==> src/rtl/scroll_sched_pkg.sv <==
// Shared types and constants for the scroll scheduler.
package scroll_sched_pkg;

    localparam int unsigned POS_W   = 3;
    localparam int unsigned SPEED_W = 2;

    // Scroll direction encoding
    localparam logic DIR_UP   = 1'b0;
    localparam logic DIR_DOWN = 1'b1;

    typedef enum logic [1:0] {
        ST_IDLE   = 2'd0,
        ST_RUN    = 2'd1,
        ST_HOMING = 2'd2,
        ST_FROZEN = 2'd3
    } state_t;

    // Next rotation offset, wrapping modulo (last+1)
    function automatic logic [POS_W-1:0] pos_next(input logic [POS_W-1:0] p,
                                                  input logic             d,
                                                  input logic [POS_W-1:0] last);
        logic [POS_W-1:0] r;
        if (d == DIR_UP) begin
            r = (p == last) ? POS_W'(0) : p + POS_W'(1);
        end else begin
            r = (p == POS_W'(0)) ? last : p - POS_W'(1);
        end
        return r;
    endfunction

endpackage

==> src/rtl/scroll_sched_tick_gen.sv <==
// Step prescaler: counts 0..LIMIT while enabled, LIMIT = (2^TICK_BITS >> speed) - 1.
module tick_gen
    import scroll_sched_pkg::*;
#(
    parameter int unsigned TICK_BITS = 24
) (
    input  logic               clock,
    input  logic               reset,
    input  logic               enable,
    input  logic               clear,
    input  logic [SPEED_W-1:0] speed,
    output logic               tick
);

    logic [TICK_BITS-1:0] cnt;
    logic [SPEED_W-1:0]   spd;
    logic [TICK_BITS-1:0] limit;

    // All-ones shifted right equals 2^(TICK_BITS-spd) - 1
    assign limit = {TICK_BITS{1'b1}} >> spd;
    assign tick  = enable && (cnt == limit);

    // Counter and latched speed; speed is only picked up at a wrap or a clear
    always_ff @(posedge clock or negedge reset) begin
        if (!reset) begin
            cnt <= '0;
            spd <= '0;
        end else if (clear) begin
            cnt <= '0;
            spd <= speed;
        end else if (enable) begin
            if (cnt == limit) begin
                cnt <= '0;
                spd <= speed;
            end else begin
                cnt <= cnt + TICK_BITS'(1);
            end
        end
    end

endmodule

==> src/rtl/scroll_sched.sv <==
// Scroll scheduler: run/home/freeze FSM driving a rotation offset for a display.
module scroll_sched
    import scroll_sched_pkg::*;
#(
    parameter int unsigned TICK_BITS = 24,
    parameter int unsigned MSG_LEN   = 8
) (
    input  logic               CLOCK_50,
    input  logic               KEY,
    input  logic               run,
    input  logic               freeze,
    input  logic               dir,
    input  logic [SPEED_W-1:0] speed,
    output logic [POS_W-1:0]   pos,
    output logic               step,
    output logic               busy
);

    localparam logic [POS_W-1:0] POS_LAST = POS_W'(MSG_LEN - 1);
    localparam int unsigned      CMP_W    = POS_W + 2;

    state_t           state;
    state_t           state_nxt;
    state_t           ret_state;
    state_t           ret_nxt;
    logic [POS_W-1:0] pos_nxt;
    logic             step_nxt;
    logic             busy_nxt;
    logic             tick;
    logic             tick_en;
    logic             tick_clr;
    logic             home_dir;
    logic             step_dir;

    // Shortest way back to 0; a tie (pos == MSG_LEN/2) goes up
    assign home_dir = ((CMP_W'(pos) << 1) < CMP_W'(MSG_LEN)) ? DIR_DOWN : DIR_UP;
    assign step_dir = (state == ST_HOMING) ? home_dir : dir;

    assign tick_en  = (state == ST_RUN) || (state == ST_HOMING);
    assign tick_clr = (state == ST_IDLE) && (state_nxt == ST_RUN);

    tick_gen #(
        .TICK_BITS (TICK_BITS)
    ) u_tick (
        .clock  (CLOCK_50),
        .reset  (KEY),
        .enable (tick_en),
        .clear  (tick_clr),
        .speed  (speed),
        .tick   (tick)
    );

    // State, return state and registered outputs
    always_ff @(posedge CLOCK_50 or negedge KEY) begin
        if (!KEY) begin
            state     <= ST_IDLE;
            ret_state <= ST_RUN;
            pos       <= '0;
            step      <= 1'b0;
            busy      <= 1'b0;
        end else begin
            state     <= state_nxt;
            ret_state <= ret_nxt;
            pos       <= pos_nxt;
            step      <= step_nxt;
            busy      <= busy_nxt;
        end
    end

    // Next-state and next-output decode
    always_comb begin
        state_nxt = state;
        ret_nxt   = ret_state;
        pos_nxt   = pos;
        step_nxt  = 1'b0;

        unique case (state)
            ST_IDLE: begin
                if (run && !freeze) begin
                    state_nxt = ST_RUN;
                end
            end
            ST_RUN: begin
                if (freeze) begin
                    state_nxt = ST_FROZEN;
                    ret_nxt   = ST_RUN;
                end else if (!run) begin
                    state_nxt = ST_HOMING;
                end
            end
            ST_HOMING: begin
                if (freeze) begin
                    state_nxt = ST_FROZEN;
                    ret_nxt   = ST_HOMING;
                end else if (run) begin
                    state_nxt = ST_RUN;
                end else if (pos == POS_W'(0)) begin
                    state_nxt = ST_IDLE;
                end
            end
            ST_FROZEN: begin
                if (!freeze) begin
                    state_nxt = ret_state;
                end
            end
            default: begin
                state_nxt = ST_IDLE;
            end
        endcase

        // A tick moves pos unless homing has already reached 0 and is leaving
        if (tick && (state_nxt != ST_IDLE)) begin
            pos_nxt  = pos_next(pos, step_dir, POS_LAST);
            step_nxt = 1'b1;
        end

        busy_nxt = (state_nxt != ST_IDLE);
    end

endmodule
==> config.mk <==
export PLATFORM = sky130hd
export DESIGN_NAME = scroll_sched
export DESIGN_NICKNAME = d
export VERILOG_FILES = /design/src/rtl/scroll_sched_pkg.sv /design/src/rtl/scroll_sched_tick_gen.sv /design/src/rtl/scroll_sched.sv
export SDC_FILE = /design/constraint.sdc
export NUM_CORES = 1
export LEC_CHECK = 0
export BUFFER_PORTS_ARGS = -buffer_cell sky130_fd_sc_hd__buf_2
export CORE_MARGIN = 2
export CORE_UTILIZATION = 43
export CTS_BUF_LIST = sky130_fd_sc_hd__clkbuf_8
export CTS_CLUSTER_SIZE = 10
export DETAILED_ROUTE_END_ITERATION = 8
export GPL_ROUTABILITY_DRIVEN = 0
export PLACE_DENSITY_LB_ADDON = 0.2
export SYNTH_ARGS = -nofsm -noshare
export SYNTH_HDL_FRONTEND = slang
export SYNTH_SLANG_ARGS = --single-unit
==> constraint.sdc <==
create_clock -name CLOCK_50 -period 2.5 [get_ports CLOCK_50]
set_input_delay 0.125 -clock CLOCK_50 [delete_from_list [all_inputs] [get_ports CLOCK_50]]
set_output_delay 0.125 -clock CLOCK_50 [all_outputs]
set_load 0.05 [all_outputs]
[Word level (Yosys, flattened, before mapping)]
Cells that the tools add are included.
Word-level totals
  register bits: 35
  input bits: 7
  logic and storage cells: 57
  output and inout bits: 5
Cells by class
  multiplexer cells: 23
  add/sub/neg operators: 3
  shift-type cells: 1
  eq/ne operators: 8
  $lt $le $gt $ge: 1
  reductions and logical operators: 14
Operators by type and width (count)
  $mux W24: 3
  $add A24 B1 Y24 const B: 1
  $eq A24 B24 Y1: 1
  $mux W2: 12
  $shr A24 B2 Y24 const A: 1
  $mux W3: 3
  $pmux W2 S4: 1
  $reduce_bool A2 Y1: 4
  $eq A2 B1 Y1 const B: 2
  $eq A2 B2 Y1 const B: 2
  $logic_and A1 B1 Y1: 4
  $lt A4 B4 Y1 const B: 1
  $ne A2 B2 Y1 const B: 2
  $pmux W2 S2: 1
  $add A3 B1 Y3 const B: 1
  $eq A3 B3 Y1 const B: 1
  $logic_not A3 Y1: 1
  $mux W1: 3
  $reduce_and A3 Y1: 1
  $sub A3 B1 Y3 const B: 1
  $logic_not A2 Y1: 1
  $reduce_and A2 Y1: 1
  $logic_not A1 Y1: 1
  $logic_or A1 B1 Y1: 1

[Logic depth before layout (Yosys ltp)]
Gate-level depths: netlist (run 1).
  word-level depth: 9
  gate-level depth with buffers: 11
  depth with buffers taken out: 9

[Modules after synthesis]
From an unflattened synthesis (run 1), not the netlist that was laid out.
Unflattened totals
  cells, all modules: 223
  area total of the unflattened synthesis: 2154.6 um2
Modules (own cells, without submodules)
  tick_gen: cells an instance 153, sequential area each 650.6 um2, area an instance 1468.9 um2, times used 1
  scroll_sched: cells an instance 70, sequential area each 226.5 um2, area an instance 685.7 um2, times used 1

[Least setup slack after synthesis (run 1)]
No wires, ideal clock.
  path type: reg-to-reg
  from: register pos[0]
  to: register u_tick.spd[0]
  arrival: 2375 ps
  slack: -1 ps
  required time: 2375 ps
  cell stages (with the launch flop): 11
  clock period less this slack: 2501 ps
  buffers on the path: 1
  setup time: 125 ps
  cell sequence: dfrtp_1 inv_1 ha_1 ha_1 nand3b_1 nand2_1 o22ai_2 nor4bb_1 or2_1 buf_2 mux2_4
On the way
  word-level cells in the longest chain between the ends: 9
  elaborated cells between the ends (all ways): 11
Ends and longest elaborated chain
  from (decl): line scroll_sched.sv:14  | output logic [POS_W-1:0] pos,
  from (signal assigned): line scroll_sched.sv:64  | pos <= pos_nxt;
  $logic_not A3 Y1 *: line scroll_sched.sv:97  | end else if (pos == POS_W'(0)) begin
  $mux W2 *: line scroll_sched.sv:97
  $mux W2 *: line scroll_sched.sv:95  | end else if (run) begin
  $mux W2 *: line scroll_sched.sv:92  | if (freeze) begin
  $pmux W2 S4 *: line scroll_sched.sv:77  | unique case (state)
  $eq A2 B1 Y1 *: line scroll_sched.sv:40  | assign tick_clr = (state == ST_IDLE) && (state_nxt == ST_RUN);
  $logic_and A1 B1 Y1 *: line scroll_sched.sv:40
  $reduce_bool A2 Y1 (no line)
  $reduce_and A2 Y1 (no line)
  to (signal assigned): line scroll_sched_tick_gen.sv:30  | spd <= speed;
  to (signal assigned): line scroll_sched_tick_gen.sv:34  | spd <= speed;
  to (decl): line scroll_sched_tick_gen.sv:16  | logic [SPEED_W-1:0] spd;
Mark *: on every way between the ends. The rest lies on a longest branch, timed or not.
A chain may end at the register's enable or synchronous reset.

[Worst setup path after layout (run 1)]
  from: register state[1]
  to: register u_tick.spd[0]
On the way
  word-level cells in the longest chain between the ends: 8
  elaborated cells between the ends (all ways): 19
Ends and longest elaborated chain
  from (decl): line scroll_sched.sv:22  | state_t state;
  from (signal assigned): line scroll_sched.sv:62  | state <= state_nxt;
  $mux W2: line scroll_sched.sv:97
  $mux W2: line scroll_sched.sv:95
  $mux W2: line scroll_sched.sv:92
  $pmux W2 S4: line scroll_sched.sv:77
  $eq A2 B1 Y1: line scroll_sched.sv:40
  $logic_and A1 B1 Y1: line scroll_sched.sv:40
  $reduce_bool A2 Y1 (no line)
  $reduce_and A2 Y1 (no line)
Parallel ways exist; a longest one is shown, timed or not.

==> reports/qor.txt, run 1 <==
Slew margin rel.: 0.476
DR vias/cell: 5.34
Post-CTS setup buffers: 0
Clock Skew: 7.33 ps
Seq. cell area: 878 um^2
Critical path's top delay family: compound AO/OA/AOI/OAI gates
Via count: 1485
Hold Path Cell Cnt: 2
Synth-to-layout area growth: 13.2%
Die width: 71.8 um
Global route overflow: 0
Synth Cell Area: 1970 um^2
Setup CP Type: flop to flop
Post-cts sizing count: 0
Final setup margin: 254 ps
Antenna Nets Post-Route: 0
Clock transition at path regs: 70 ps
Synth Register Bits: 35
Top_reg_cell synth: dfrtp_1
CP cell instances: inv_1 -> ha_1 -> a21o_1 -> a221o_1 -> o22ai_2 -> nor4bb_2 -> or2_1 -> mux2_4
Die area: 5150 um^2
H-Tree Depth: 2
Post-synth EDFFs: 0
Reg2reg path depth: 8
Slew Viols, Final: 0
CP bufs+invs: 1
# setup viols final: 0
Initial Utilization: 0.450
Initial antenna violation count: 0
Antenna Cells: 0
PD cells: 920 nW/um^2
CTS Hold Bufs: 1
DRT Pass-1 Iters: 4
Element type at the critical path end: flop
Routed WL: 3770 um
Chip Height: 71.8 um
Fin nets: 242
Final instance area: 2230 um^2
Maximum vdd drop: 652 uV
R2r startpoint: state[1]
Final min period: 2250 ps
Hpwl dp: 2650 um
Syn Area/Cell: 9.68 um^2
Fill count: 425
Synth warnings: 0
Area of the multi-input gates: 1030 um^2
Slowest CP cell: dfrtp_1
Syn_nets: 221
Gr usage total: 0.160
Clock buffer depth: 2
Max Cap Viol: 0
Number of global-route vias before repair: 1385
Hold Path Class: input pin to flop
TritonCTS Buffers: 5
Rows: 24
Async SR Flop Fraction: 1.00
RSZ-0062 raised after global routing: false
Lkg Pwr: 0.00108 uW
CP Data Required Time: 2670 ps
Status: finished, final reports clean
PortBufs: 11
DR iter-0 viols: 74
CORE AREA: 4380 um^2
FMAX: 445 MHz
Setup crit start kind: flop
Setup slack, reg-to-reg: 250 ps
Share of the synthesized area in the top cell type: 0.431
Drt drc: 0
CTS Sinks: 35
Worst Min Path Start: speed[0]
# IOs: 12
Worst-Skew Late Latency: 280 ps
Largest area contributor in the netlist: dfrtp_1
Placed Area: 2130 um^2
Final setup TNS: 0 ps
Critical register-to-register path endpoint: u_tick.spd[0]
WL/cell: 13.6 um
Fin. Hold Viols: 0
Post-Syn Instances: 204
Worst Tran Pin Value: 785 ps
Crit-path max FO: 6
Post-synthesis sequential area ratio: 0.444
Distinct cells, synth: 42
First-pass GRT wire length: 6530 um
WHS Endpoint: u_tick.spd[0]
Share of cells above drive strength 1: 0.164
Worst slack after detailed placement: 262 ps
CTS tree: yes
Root buf cell: clkbuf_8
Final Util: 0.510
Worst setup startpoint: state[1]
Tcrit/Tclk final: 0.898
Largest net degree at the start of global routing: 36
Crit-path max cell delay: 450 ps
Top cells by area, synth: dfrtp_1 43%, xor2_1 8.0%, ha_1 6.3%, nor2_1 4.2%, nand3_1 3.8%
Arr. time, crit path: 2420 ps
## power breakdown
| group | total, uW | internal [uW] | leakage, uW | switching, uW |
|---|---|---|---|---|
| logic | 871 | 353 | 0.000566 | 518 |
| clock network | 419 | 218 | 0.0000524 | 201 |
| registers | 767 | 667 | 0.000457 | 99.7 |
## metrics by stage
step                total power, uW  cells  hold slack [ps]
CTS                            2080    278             82.7
floorplan                      1390    204             -171
finish                         2060    278             84.8
global placement               1650    269              258
detailed placement             1650    269              263
global route                   2220    278             77.9
## cell usage in the layout (no fill, tap or decap), types with 2 or more instances in the layout
cell      netlist  routed
dfrtp_1        34      33
nor2_1         22      22
nand2_1        18      18
xor2_1         18      18
nand3_1        15      15
buf_2           2      11
inv_1           9      10
ha_1           10      10
buf_4           0       9
o21ai_0         8       8
nand4_1         8       8
a21oi_1         8       8
nand2b_1        6       6
clkbuf_8        0       6
and4_1          3       3
and3_1          3       3
nand3b_1        2       2
mux2_4          2       2
o21ai_1         2       2
mux2i_1         2       2
nor2b_1         2       2
xnor2_1         2       2
nor3_1          2       2
a31oi_1         2       2
a311oi_1        2       2
## worst max path at each step
stage                     to  slack (ps)  cells past startpoint
2_1_floorplan  u_tick.spd[0]          20                     10
3_3_place_gp   u_tick.spd[0]         270                      8
4_1_cts        u_tick.spd[0]         250                      8
6_report       u_tick.spd[0]         250                      8
3_5_place_dp          pos[0]         260                      7
5_1_grt        u_tick.spd[0]          60                      6
## flip-flops by register name (all words and copies together) (netlist names)
signal and flops:
busy 1, pos 3, ret_state 2, state 2, step 1, u_tick.cnt 24
u_tick.spd 2
## cells by family after synthesis
kind of cell	Yosys count	share of synthesized area
AO/OA/AOI/OAI	32	0.113
XOR/XNOR	20	0.0887
adder cells (fa/ha/maj)	10	0.0634
buffers and inverters	16	0.0355
flip-flops	35	0.444
multiplexers	4	0.0253
AND/OR/NAND/NOR	87	0.230
## layout make-up
class,instances,area share
multi-input cells,153,0.462
flip-flops and latches,35,0.393
repair buffers,21,0.0594
clock buffers,6,0.0370
well taps,52,0.0291
inverters,9,0.0151
clock inverters,2,0.00392
## cell usage after synthesis (2+ instances only)
cell,number
o21ai_0,8
a21oi_1,8
ha_1,10
mux2_4,2
nand4_1,8
and3_1,3
nor2_1,22
mux2i_1,2
nor3_1,2
nand3_1,15
nand2_1,18
buf_2,2
xnor2_1,2
dfrtp_1,34
nand2b_1,6
nand3b_1,2
a311oi_1,2
and4_1,3
a31oi_1,2
clkbuf_1,4
o21ai_1,2
nor2b_1,2
xor2_1,18
inv_1,9
## per-layer routing
layer  part of all wire  wire length [um]  global-route usage
met1               0.49              1840               0.215
met2               0.48              1810               0.257
met3              0.025                93              0.0309
met4             0.0069                26              0.0608
met5                  0                 0                   0
Power figures use the tool's default switching activity.
==> run 2: changes to the inputs <==
==> constraint.sdc (replaced) <==
create_clock -name CLOCK_50 -period 2.5 [get_ports CLOCK_50]
set_input_delay 0.125 -clock CLOCK_50 [delete_from_list [all_inputs] [get_ports CLOCK_50]]
set_output_delay 0.125 -clock CLOCK_50 [all_outputs]
set_load 0.005 [all_outputs]
==> reports/qor.txt, run 2 (synthesis gave the netlist of run 1 again) <==
Initial antenna violation count: 0 (unchanged)
Area of the multi-input gates: 1030 um^2 (unchanged)
Crit-path max FO: 5 (-1)
RSZ-0062 raised after global routing: false
Setup crit start kind: flop
Synth-to-layout area growth: 12.4%
Commonest non-fill, non-tap cell in the layout: dfrtp_1
Slew margin rel.: 0.493 (+0.0163)
PortBufs: 11 (unchanged)
Hpwl dp: 2650 um (-0.18%)
Final setup TNS: 0 ps (unchanged)
Fin nets: 241 (-0.41%)
Maximum vdd drop: 762 uV (+17%)
Status: finished, final reports clean
CTS Sinks: 35 (unchanged)
Worst Min Path Start: speed[1]
Worst Tran Pin Value: 761 ps (-24.5 ps)
Chip Height: 71.8 um (unchanged)
Root buf cell: clkbuf_8
Lkg Pwr: 0.00106 uW (-1.0%)
CORE AREA: 4380 um^2 (unchanged)
Max Cap Viol: 0 (unchanged)
CP Data Required Time: 2680 ps (about the same)
Drt drc: 0 (unchanged)
Hold Path Class: input pin to flop
Biggest register: u_tick.cnt
WHS Endpoint: u_tick.spd[1]
Max FFs per register: 24 (unchanged)
Non-filler cells, final: 277 (-0.36%)
Hold Path Cell Cnt: 3 (+1)
Share of cells above drive strength 1: 0.156 (-0.00816)
TritonCTS Buffers: 5 (unchanged)
DR vias/cell: 5.45 (+2.0%)
Critical register-to-register path endpoint: u_tick.spd[0]
DRT Pass-1 Iters: 4 (unchanged)
Arr. time, crit path: 2420 ps (about the same)
Initial Utilization: 0.450 (unchanged)
Die area: 5150 um^2 (unchanged)
Antenna Cells: 0 (unchanged)
H-Tree Depth: 2 (unchanged)
Hold slack: 85.0 ps (+0.245 ps)
WL/cell: 13.5 um (-0.46%)
Fin. Hold Viols: 0 (unchanged)
First-pass GRT wire length: 6960 um (+6.4%)
Final instance area: 2220 um^2 (-0.67%)
# setup viols final: 0 (unchanged)
Commonest non-fill, non-tap cells in the layout: 34 x dfrtp_1, 22 x nor2_1, 18 x nand2_1, 18 x xor2_1, 15 x nand3_1
Worst slack after detailed placement: 247 ps (-14.7 ps)
# IOs: 12 (unchanged)
CTS tree: yes
Final setup margin: 257 ps (+2.92 ps)
Regs by FF count: u_tick.cnt (24), pos (3)
Largest net degree at the start of global routing: 36 (unchanged)
Tcrit/Tclk final: 0.897 (-0.00117)
Clock buffer depth: 2 (unchanged)
Element type at the critical path end: flop
Setup CP Type: flop to flop
Number of global-route vias before repair: 1482 (+7.0%)
R2r startpoint: pos[0]
PD cells: 901 nW/um^2 (-2.1%)
Placed Area: 2120 um^2 (-0.41%)
Seq. cell area: 877 um^2 (-0.14%)
Global route overflow: 0 (unchanged)
Slew Viols, Final: 0 (unchanged)
Rows: 24 (unchanged)
Clock transition at path regs: 80 ps (about the same)
Fill count: 410 (-3.5%)
DR iter-0 viols: 84 (+14%)
Die width: 71.8 um (unchanged)
Routed WL: 3740 um (-0.82%)
Antenna Nets Post-Route: 0 (unchanged)
Worst-Skew Late Latency: 290 ps (about the same)
Final min period: 2240 ps (-2.92 ps)
Clock Skew: 8.27 ps (+0.938 ps)
Setup slack, reg-to-reg: 260 ps (about the same)
FMAX: 446 MHz (+0.13%)
Gr usage total: 0.170 (+0.00982)
Cells after DPL: 268 (-0.37%)
Via count: 1509 (+1.6%)
Reg2reg path depth: 9 (+1)
==> run 2: cell count changes in the layout (fill, tap and decap cells not counted), sizes merged <==
cell,delta
buf,-1
clkbuf,-1
clkinvlp,+1
==> run 2: how the worst max path moves through the flow <==
stage	from	endpoint	slack, ps	depth (start not counted)
4_1_cts	pos[0]	u_tick.spd[0]	240	9
3_3_place_gp	state[1]	u_tick.spd[0]	300	8
3_5_place_dp	pos[0]	u_tick.spd[0]	250	9
5_1_grt	pos[0]	u_tick.spd[0]	30	9
6_report	pos[0]	u_tick.spd[0]	260	9
2_1_floorplan	state[0]	u_tick.spd[0]	200	9
==> run 2: layout make-up <==
type / count / area share
tap: 52 / 0.0293
timing repair buffer: 20 / 0.0564
clock buffer: 5 / 0.0310
inverter: 9 / 0.0152
multi-input combinational: 153 / 0.466
clock inverter: 3 / 0.00733
sequential: 35 / 0.395
==> run 2: worst max-delay path: stages, from the launching register on <==
cell      delay, ps
dfrtp_1         420
inv_1            70
ha_1            140
ha_1            160
nand2b_1        120
a21boi_0         80
o21ai_1         260
nor4bb_2        360
or2_1           200
mux2_4          310
==> run 2: per-stage QoR <==
stage | total power [uW] | util
2_1_floorplan | 1360 | -
3_3_place_gp | 1610 | 0.485
3_5_place_dp | 1620 | 0.485
4_1_cts | 2020 | 0.506
6_report | 2000 | 0.506
5_1_grt | 2170 | 0.506
==> run 2: metal layers <==
layer / GRT usage / part of all wire / wire, um / vias to the layer above
met5: 0 / 0 / 0 / -
li1: - / - / - / 757
met1: 0.228 / 0.48 / 1800 / 722
met4: 0.0566 / 0.018 / 67 / 0
met2: 0.277 / 0.47 / 1760 / 23
met3: 0.0338 / 0.029 / 107 / 7
==> run 2: timing repair <==
action	CTS	global route
endpoints found under the hold margin	34	0
hold buffers	1	0
buffers inserted	0	0
resized for setup	0	0
==> run 2: where the power goes <==
| group | internal [uW] | switching [uW] | total (uW) |
|---|---|---|---|
| Clock | 191 | 206 | 397 |
| Sequential | 667 | 98.6 | 766 |
| Combinational | 348 | 491 | 839 |
==> run 3: changes to the inputs <==
--- a/config.mk
+++ b/config.mk
@@ -5,14 +5,14 @@
 export SDC_FILE = /design/constraint.sdc
 export NUM_CORES = 1
 export LEC_CHECK = 0
+export ABC_CLOCK_PERIOD_IN_PS = 2500
 export BUFFER_PORTS_ARGS = -buffer_cell sky130_fd_sc_hd__buf_2
-export CORE_MARGIN = 2
 export CORE_UTILIZATION = 43
 export CTS_BUF_LIST = sky130_fd_sc_hd__clkbuf_8
 export CTS_CLUSTER_SIZE = 10
 export DETAILED_ROUTE_END_ITERATION = 8
 export GPL_ROUTABILITY_DRIVEN = 0
-export PLACE_DENSITY_LB_ADDON = 0.2
+export PLACE_DENSITY = 0.63
 export SYNTH_ARGS = -nofsm -noshare
 export SYNTH_HDL_FRONTEND = slang
 export SYNTH_SLANG_ARGS = --single-unit
==> reports/qor.txt, run 3 (synthesis gave the netlist of run 1 again) <==
Arr. time, crit path: 2540 ps (+120 ps)
# setup viols final: 0 (unchanged)
Crit-path max cell delay: 530 ps (+110 ps)
Routed WL: 3600 um (-3.9%)
# IOs: 12 (unchanged)
Biggest register: u_tick.cnt
Maximum vdd drop: 509 uV (-33%)
CTS tree: yes
DR iter-0 viols: 49 (-42%)
Synth-to-layout area growth: 13.8%
Seq. cell area: 877 um^2 (unchanged)
Post-CTS setup buffers: 0 (unchanged)
First-pass GRT wire length: 6330 um (-8.9%)
Non-filler cells, final: 277 (unchanged)
Chip Height: 69.8 um (-2.8%)
Hpwl dp: 2450 um (-7.3%)
Largest net degree at the start of global routing: 36 (unchanged)
Worst Tran Pin Value: 770 ps (+9.06 ps)
Slowest CP cell: a311oi_2
Slew margin rel.: 0.487 (-0.00604)
Via count: 1476 (-2.2%)
Worst Min Path Start: speed[1]
Clock transition at path regs: 80 ps (about the same)
CTS Sinks: 35 (unchanged)
TritonCTS Buffers: 5 (unchanged)
Status: finished, final reports clean
DR vias/cell: 5.33 (-2.2%)
FMAX: 428 MHz (-4.0%)
Worst-Skew Late Latency: 280 ps (about the same)
RSZ-0062 raised after global routing: true
Commonest non-fill, non-tap cells in the layout: 34 x dfrtp_1, 22 x nor2_1, 18 x nand2_1, 18 x xor2_1, 15 x nand3_1
Initial antenna violation count: 0 (unchanged)
CP cell instances: ha_1 -> and4_1 -> nor4b_4 -> o211ai_2 -> a311oi_2 -> a21oi_1 -> a31oi_1
PD cells: 939 nW/um^2 (+4.2%)
H-Tree Depth: 2 (unchanged)
WL/cell: 13.0 um (-3.9%)
Lkg Pwr: 0.00108 uW (+1.1%)
Antenna Nets Post-Route: 0 (unchanged)
Crit-path max FO: 7 (+2)
Clock buffer depth: 2 (unchanged)
CORE AREA: 4380 um^2 (unchanged)
Clock Skew: 9.98 ps (+1.71 ps)
Root buf cell: clkbuf_8
DRT Pass-1 Iters: 4 (unchanged)
Slew Viols, Final: 0 (unchanged)
Share of cells above drive strength 1: 0.160 (+0.00444)
Initial Utilization: 0.450 (unchanged)
Rows: 24 (unchanged)
Final setup margin: 163 ps (-94.2 ps)
Post-cts sizing count: 0 (unchanged)
Max FFs per register: 24 (unchanged)
PortBufs: 11 (unchanged)
Setup crit start kind: flop
Regs by FF count: u_tick.cnt (24), pos (3)
Hold Path Class: input pin to flop
Fill count: 395 (-3.7%)
Die area: 4870 um^2 (-5.5%)
Power, Total: 2110 uW (+5.4%)
Worst slack after detailed placement: 213 ps (-34.0 ps)
Worst setup startpoint: u_tick.cnt[0]
Area of the multi-input gates: 1030 um^2 (unchanged)
CP bufs+invs: 0 (-1)
Setup slack, reg-to-reg: 160 ps (-90 ps)
Tcrit/Tclk final: 0.935 (+0.0377)
Commonest non-fill, non-tap cell in the layout: dfrtp_1
Cells after DPL: 268 (unchanged)
Fin. Hold Viols: 0 (unchanged)
Final min period: 2340 ps (+94.2 ps)
Element type at the critical path end: flop
Fin nets: 241 (unchanged)
Critical path's top delay family: compound AO/OA/AOI/OAI gates
Setup CP Type: flop to flop
Die width: 69.8 um (-2.8%)
R2r startpoint: u_tick.cnt[0]
CP Data Required Time: 2700 ps (+20 ps)
Antenna Cells: 0 (unchanged)
Gr usage total: 0.160 (-0.0101)
Max Cap Viol: 0 (unchanged)
Global route overflow: 0 (unchanged)
Drt drc: 0 (unchanged)
Final setup TNS: 0 ps (unchanged)
Number of global-route vias before repair: 1358 (-8.4%)
## run 3: metal layers
metal  global-route usage  share of wire  wire (um)  vias up
li1                     -              -          -      751
met1                0.236           0.53       1900      705
met2                0.236           0.44       1590       18
met3               0.0349          0.026         95        2
met4               0.0444         0.0042         15        0
met5                    0              0          0        -
## run 3: power by group
| part | internal, uW | switching, uW | leakage [uW] |
|---|---|---|---|
| clock | 297 | 221 | 0.0000581 |
| combinational | 345 | 481 | 0.000560 |
| sequential | 666 | 99.0 | 0.000457 |
## run 3: tightest hold or removal path, cell delays in order
cell	delay, ps
buf_2	70
o21ai_0	60
o21ai_1	70
## run 3: what timing repair did
action	in CTS	in global routing
hold buffers	1	0
hold endpoints to repair	34	0
endpoints found under the setup margin	0	1
## run 3: final timing paths
path	endpoint	depth (start not counted)
worst max-delay path	pos[0]	7
worst min-delay path	u_tick.spd[1]	3
worst max register to register	pos[0]	7
worst min register to register	ret_state[1]	1
max in group asynchronous	busy	2
min in group asynchronous	u_tick.cnt[21]	2
## run 3: final cells by class
| class | instances | share of cell area |
|---|---|---|
| clock buffers | 5 | 0.0306 |
| clock inverters | 3 | 0.0195 |
| inverters | 9 | 0.0150 |
| multi-input cells | 153 | 0.460 |
| flip-flops and latches | 35 | 0.390 |
| well taps | 52 | 0.0290 |
| repair buffers | 20 | 0.0557 |
## run 3: stage by stage
stage               utilization  hold WS, ps  cell area [um^2]
finish                    0.513         84.9              2250
detailed placement        0.485          261              2120
CTS                       0.513         75.9              2250
floorplan                     -         -171              1970
global placement          0.485          248              2120
global route              0.513         76.5              2250
